### src/rtl/debounce_pair.sv
// Two-channel synchronise-and-debounce front end for gate inputs A/B with a shared change strobe.
// Optional feature macro: GLITCH_CNT_EN adds an 8-bit saturating rejected-glitch counter output.
module debounce_pair #(
    parameter int unsigned STABLE_CYCLES = 8,
    parameter int unsigned CNT_W         = 4
) (
    input  logic       clk,
    input  logic       rst_n,
    input  logic       a_raw,
    input  logic       b_raw,
    output logic       a_clean,
    output logic       b_clean,
    output logic       change
`ifdef GLITCH_CNT_EN
    ,
    output logic [7:0] glitch_cnt
`endif
);

    localparam logic [CNT_W-1:0] CntMax = CNT_W'(STABLE_CYCLES - 1);

    // Index 0 is channel A, index 1 is channel B.
    logic [1:0]       w_raw;
    logic [1:0]       r_s1;
    logic [1:0]       r_s2;
    logic [1:0]       r_clean;
    logic [1:0]       w_clean_d;
    logic [1:0]       w_update;
    logic [CNT_W-1:0] r_cnt   [2];
    logic [CNT_W-1:0] w_cnt_d [2];
    logic             r_change;

    assign w_raw = {b_raw, a_raw};

    always_ff @(posedge clk or negedge rst_n) begin
        if (!rst_n) begin
            r_s1 <= 2'b00;
            r_s2 <= 2'b00;
        end else begin
            r_s1 <= w_raw;
            r_s2 <= r_s1;
        end
    end

    always_comb begin
        w_clean_d = r_clean;
        w_update  = 2'b00;
        for (int i = 0; i < 2; i++) begin
            w_cnt_d[i] = '0;
            if (r_s2[i] != r_clean[i]) begin
                if (r_cnt[i] == CntMax) begin
                    w_clean_d[i] = r_s2[i];
                    w_update[i]  = 1'b1;
                end else begin
                    w_cnt_d[i] = r_cnt[i] + 1'b1;
                end
            end
        end
    end

    always_ff @(posedge clk or negedge rst_n) begin
        if (!rst_n) begin
            r_cnt[0] <= '0;
            r_cnt[1] <= '0;
            r_clean  <= 2'b00;
            r_change <= 1'b0;
        end else begin
            r_cnt[0] <= w_cnt_d[0];
            r_cnt[1] <= w_cnt_d[1];
            r_clean  <= w_clean_d;
            r_change <= |w_update;
        end
    end

    assign a_clean = r_clean[0];
    assign b_clean = r_clean[1];
    assign change  = r_change;

`ifdef GLITCH_CNT_EN
    logic [1:0] w_reject;
    logic [1:0] w_glitch_inc;
    logic [8:0] w_glitch_sum;
    logic [7:0] r_glitch;

    // A glitch is a mismatch run that ended before the count completed.
    assign w_reject[0]  = (r_cnt[0] != '0) && (r_s2[0] == r_clean[0]);
    assign w_reject[1]  = (r_cnt[1] != '0) && (r_s2[1] == r_clean[1]);
    assign w_glitch_inc = {1'b0, w_reject[0]} + {1'b0, w_reject[1]};
    assign w_glitch_sum = {1'b0, r_glitch} + {7'b0, w_glitch_inc};

    always_ff @(posedge clk or negedge rst_n) begin
        if (!rst_n) begin
            r_glitch <= 8'd0;
        end else begin
            r_glitch <= w_glitch_sum[8] ? 8'hFF : w_glitch_sum[7:0];
        end
    end

    assign glitch_cnt = r_glitch;
`endif

endmodule

### config.mk
export PLATFORM = sky130hd
export DESIGN_NAME = debounce_pair
export DESIGN_NICKNAME = d
export VERILOG_FILES = /design/src/rtl/debounce_pair.sv
export SDC_FILE = /design/constraint.sdc
export NUM_CORES = 1
export LEC_CHECK = 0
export ABC_AREA = 0
export CAP_MARGIN = 15
export CORE_AREA = 2 2 39 41
export DETAILED_ROUTE_END_ITERATION = 10
export DIE_AREA = 0 0 41 43
export PLACE_DENSITY_LB_ADDON = 0.05
export SKIP_LAST_GASP = 1
export SYNTH_ARGS = -nofsm -noshare
export SYNTH_HDL_FRONTEND = slang
export SYNTH_SLANG_ARGS = --single-unit
### constraint.sdc
create_clock -name clk -period 1.3 [get_ports clk]
set_input_delay 0.26 -clock clk [delete_from_list [all_inputs] [get_ports clk]]
set_output_delay 0.26 -clock clk [all_outputs]
set_load 0.03 [all_outputs]
==> impl_metrics.py <==
metrics = {
    "run_status": {
        "status": "finished, final reports clean",
    },
    "routing": {
        "wl_per_cell_um": 12.6,
        "drt_first_iter_violations": 4,
        "drc_errors": 0,
        "via_count": 333,
        "drt-vias-per-instance": 4.97,
        "drt-total-wl_um": 847,
        "dr.pass1.iters": 3,
        "ant_nets": 0,
    },
    "global_route": {
        "grt_start_max_net_pins": 16,
        "grt_pass1_wl_um": 1410,
        "gr-total-overflow": 0,
        "antenna_found_initial": 0,
        "grt_use_total_pct": 12.1,
        "grt_pass1_vias": 361,
    },
    "sta": {
        "worst_pin_slew_ns": 0.406,
        "finalSetupViolCount": 0,
        "rsz0062_at_grt": "false",
        "setup_tns_ns": 0,
        "min_period_ns": 1.24,
        "hold_violations": 0,
        "post-route-period-util_pct": 95.0,
        "drv_slew": 0,
        "fin_ws_ns": 0.0649,
        "clock_skew_ns": 0.00191,
        "max_slew_margin_pct": 72.7,
        "fmax_mhz": 810,
        "whs_ns": 0.294,
    },
    "final_layout": {
        "final_cell_mix": "dfrtp_1 (15), nor2_1 (6), xnor2_1 (4)",
        "drive_above_1_share_pct": 19.6,
        "area_delta_synth_final_pct": 18.4,
        "nets": 58,
        "fin_area_um2": 701,
        "layout_commonest_cell": "dfrtp_1",
        "n_antenna_cell": 0,
        "fill_cells": 120,
    },
    "flow_run": {
        "cap_violations": 0,
    },
    "setup_path": {
        "cp-start-kind": "register",
        "critPathTopFamily": "flip-flops",
        "cp-end-kind": "output port",
        "critPathRequiredTime_ns": 1.04,
        "cp_slowest_stage_delay_ns": 0.37,
        "path_buf_inv": 1,
        "arrival_ns": 0.98,
        "cp_max_fo": 1,
        "crit_chain": "clkdlybuf4s15_1",
        "critPathSlowestCell": "dfrtp_1",
        "critPathKind": "register to output port",
    },
    "floorplanning": {
        "die_y_um": 43,
        "rows": 14,
        "die_width_um": 41,
        "dieArea_mm2": 0.00176,
        "initial_core_util_pct": 42.8,
        "ioPinCount": 7,
        "fp.coreArea_mm2": 0.00138,
    },
    "power": {
        "switchingPower_uw": 418,
        "p_int_uw": 877,
        "power.share.clock_pct": 19.2,
        "power_density_mw_per_mm2": 1850,
        "switching_share_pct": 32.3,
        "p_seq_share_pct": 51.6,
        "vdd_ir_drop_max_v": 0.000920,
        "p_comb_share_pct": 29.2,
        "leakage_uw": 0.000395,
    },
    "placed_design": {
        "place_area_um2": 674,
        "gp_congestion": 0.600,
        "port_buffers": 6,
        "place_ws_ns": 0.0770,
    },
    "yosys": {
        "yosysSeqAreaShare_pct": 63.4,
        "synth_area_um2": 592,
        "syn_inst": 40,
        "synth_fp_nets": 46,
        "avgSynthCellArea_um2": 14.8,
        "synth_cell_type_count": 11,
        "yosysWarnings": 0,
        "synth-seq-cells": 15,
    },
    "cts": {
        "cts_htree_levels": 1,
        "clock_path_buffers": 2,
        "ctsHoldBuffers": 0,
        "cts_sinks": 15,
        "clkLatencyLatePin_ns": 0.27,
        "clkSlewWorstSetupHoldPaths_ns": 0.08,
        "clock-root-buffer": "clkbuf_4",
        "cts_tree": "built",
        "cts_made_buffers": 3,
    },
    "worst_hold_path": {
        "hold_path.class": "input port to asynchronous set/reset pin",
    },
}
metal layers:
metal,track usage [%],vias to the layer above,routed length [µm]
li1,-,157,-
met1,16.6,170,384
met2,17.2,6,429
met3,3.14,0,33
met4,6.00,0,0
met5,0,-,0
cell families (layout without fill, tap and decap cells):
kind of cell | count (synthesis) | count (layout) | synth area share, %
xor gates and xnor gates | 4 | 4 | 5.92
buffers and inverters | 0 | 11 | 0
and+or+nand+nor | 14 | 14 | 16.9
AOI/OAI and AO/OA | 1 | 1 | 1.06
muxes | 4 | 4 | 8.46
adders and majority gates | 2 | 2 | 4.23
DFF | 15 | 15 | 63.4
what timing repair did:
item,4_1_cts,5_1_grt
gates resized for setup,1,1
setup endpoints to repair,1,1
endpoints found under the hold margin,0,0
buffers inserted,0,0
gates cloned,0,0
stage by stage:
step	util [%]	instances	total power [µW]
4_1_cts	50.5	67	1310
3_5_place_dp	48.7	63	1060
2_1_floorplan	-	40	932
6_report	50.6	67	1300
5_1_grt	50.6	67	1380
3_3_place_gp	48.7	63	1030
power by group through the flow:
stage | Sequential [µW] | Clock (µW) | Combinational, µW
2_1_floorplan | 714 | 0 | 218
3_3_place_gp | 664 | 0 | 364
3_5_place_dp | 678 | 0 | 380
4_1_cts | 669 | 259 | 386
5_1_grt | 687 | 280 | 413
6_report | 668 | 249 | 378
Yosys cell counts:
library cell  instances  area share, %
ha_1                  2            4.2
nand3b_4              2            6.8
mux2i_1               2            3.4
nor2b_1               2            2.1
nor2_1                6            3.8
nor3b_1               2            2.5
nand3_1               2            1.7
xnor2_1               4            5.9
mux2_4                2            5.1
o22ai_1               1            1.1
dfrtp_1              15             63
worst paths after layout:
path / startpoint / slack, ns / endpoint / cells past startpoint
worst max register to register: r_cnt[0]$_DFF_PN0_ / 0.08 / r_clean[1]$_DFFE_PN0P_ / 3
min in group clk: r_s1[0]$_DFF_PN0_ / 0.36 / r_s2[0]$_DFF_PN0_ / 0
max in group asynchronous: rst_n / 0.84 / r_cnt[3]$_DFF_PN0_ / 2
worst max-delay path: change$_DFF_PN0_ / 0.06 / change / 1
worst min-delay path: rst_n / 0.29 / r_cnt[5]$_DFF_PN0_ / 2
worst min register to register: r_s1[0]$_DFF_PN0_ / 0.36 / r_s2[0]$_DFF_PN0_ / 0
area by class of cell:
cell class	count	area (µm²)	share of cell area (%)
Sequential cell	15	375	53.6
Clock buffer	4	26.3	3.75
Tap cell	16	20.0	2.86
Timing Repair Buffer	7	62.6	8.93
Multi-Input combinational cell	25	216	30.9
sequential cells by signal, summed over array words and instances (netlist names):
| name | flops |
|---|---|
| r_s2 | 2 |
| r_s1 | 2 |
| r_cnt | 8 |
| r_clean | 2 |
| change | 1 |
Power figures use the tool's default switching activity.
==> edit (config.mk and constraints unchanged) <==
Remove the register `r_change`: a continuous assignment takes its place, so the output `change` follows one clock earlier.
--- a/src/rtl/debounce_pair.sv
+++ b/src/rtl/debounce_pair.sv
@@ -63,14 +63,14 @@
             r_cnt[0] <= '0;
             r_cnt[1] <= '0;
             r_clean  <= 2'b00;
-            r_change <= 1'b0;
         end else begin
             r_cnt[0] <= w_cnt_d[0];
             r_cnt[1] <= w_cnt_d[1];
             r_clean  <= w_clean_d;
-            r_change <= |w_update;
         end
     end
+
+    assign r_change = |w_update;
 
     assign a_clean = r_clean[0];
     assign b_clean = r_clean[1];
Function: changed (Yosys sat finds a counterexample within 10 cycles, from zero or initial values and one cycle with rst_n low).
==> edit against the original RTL <==
  * The run now ends with setup timing left
  * Die area unchanged
  * Setup slack lost 0.26 ns
  * Fmax shrank 18%
  * Final area rose by 16%
  * Clock power is 2% lower
  * Combinational power increased by 62%
  * Power grew 18%
  * Largest cell class unchanged
  * Area after synthesis fell by 4.2%
  * Sequential cell count shrank 1
  * Routed wire length rose by 20%
  * Sequential share of layout area shrank 10 points
  * Clock skew decreased by 0.0015 ns
==> edit: results (changes against the original RTL) <==
Status
  • Status: finished, violations left
  • Failing checks: setup timing

Power and ir drop
  • Combinational Power Share: 0.402 (+0.110)
  • PwrDens: 1871 nW/um2 (+1.2%)
  • Leakage: 0.0004446 uW (+13%)
  • Share of power burned in registers: 0.439 (-0.077)
  • Max rail drop VDD: 1174 uV (+28%)
  • Switch share: 0.3310 (+0.008127)

Finish
  • Design area: 814.5 um2 (+16%)
  • Non-clk buf share: 0.1797 (+0.09044)
  • Final net count: 68 (+17%)
  • Cell Count, Final, Fillers Out: 77 (+15%)
  • Nonclk buf count: 18 (+11)
  • Multi-input logic area: 270.3 um2 (+25%)
  • Filler cells: 115 (-4.2%)
  • Layout cells sized above 1: 0.4590 (+0.2629)
  • ClkCell Share: 0.03226 (-0.005242)
  • Area taken by flip-flops and latches: 351.6 um2 (-6.3%)

GRT
  • Total GRT Usage: 0.1511 (+0.03021)
  • First-pass GRT wire length: 1.725 mm (+22%)
  • Vias in the first global route: 426 (+18%)
  • Largest net degree at the start of global routing: 15 (-1)
  • M1 GR Usage: 0.1563 (-0.009828)

Detailed routing
  • DR WL met2: 596 um (+39%)
  • Routed WL: 1.020 mm (+20%)
  • Initial DRC count: 3 (-1)
  • Top Metal Used: met4
  • WL met3: 29 um (-12%)
  • Vias: 362 (+8.7%)
  • Wire length on met1: 391 um (+1.8%)

Critical path
  • CP Max Fanout: 2 (+1)
  • R2R Setup Slk: 0 ns (-0.08 ns)
  • Critical Path AT: 1.24 ns (+0.26 ns)
  • Crit path from: r_cnt[4]$_DFF_PN0_
  • Worst reg2reg path endpoint: r_cnt[7]$_DFF_PN0_
  • R2R cell count: 7 (+4)

Synth
  • XOR/XNOR Fraction of Synth Area: 0.06181 (+0.002614)
  • Mux cell area share after synthesis: 0.08830 (+0.003734)
  • Synth Warn #: 0 (unchanged)
  • Dominant cells by area after synthesis: dfrtp_1 (62%), nand3b_4 (7.1%), xnor2_1 (6.2%)
  • Post-synth top cells: dfrtp_1 (14), nor2_1 (6), xnor2_1 (4)
  • Avg Cell Area, Syn: 14.53 um2 (-1.8%)
  • Syn_nets: 45 (-2.2%)
  • Seq/Total Area, Yosys: 0.6181 (-0.01615)
  • Synth Area in Compound Gates: 0.01104 (+0.0004667)
  • Post-synthesis adder-cell area fraction: 0.04415 (+0.001867)

Clock network
  • Post-cts sizing count: 5 (+4)
  • CTS H-tree lvls: 1 (unchanged)
  • Clock Sink Count: 14 (-1)
  • Root Driver: clkbuf_4

Timing
  • Setup tns final: -0.1995 ns (-0.1995 ns)
  • Clk_skew: 0.0004563 ns (-0.001457 ns)
  • Worst slew margin: 0.8232 (+0.09596)
  • Worst setup margin: -0.1987 ns (-0.2635 ns)
  • Finish-stage setup viols: 2 (+2)

Placed design
  • Placed cells: 67 (+6.3%)
  • Area after DPL: 714.4 um2 (+5.9%)
  • Worst slack at placement: -0.006935 ns (-0.08395 ns)
  • Routability cong.: 0.7207 (+20%)
-- edit: changes by cell type after synthesis, sizes merged --
cell / change
dfrtp: -1
-- edit: critical path, cell delays in order (launching register included) --
cell	delay, ns
dfrtp_1	0.41
ha_4	0.17
nand3b_4	0.09
o22ai_4	0.15
buf_6	0.15
-- edit: worst min-delay path by stage --
stage                                 start                      to  slack [ns]  depth (start not counted)
after CTS                             rst_n      r_cnt[0]$_DFF_PN0_        0.28                          2
after global placement    r_s1[0]$_DFF_PN0_       r_s2[0]$_DFF_PN0_        0.34                          0
final                                 rst_n       r_s2[1]$_DFF_PN0_        0.29                          2
after detailed placement  r_s1[1]$_DFF_PN0_       r_s2[1]$_DFF_PN0_        0.34                          0
after floorplan                       rst_n  r_clean[0]$_DFFE_PN0P_       -0.04                          0
after global routing                  rst_n       r_s2[0]$_DFF_PN0_        0.31                          2
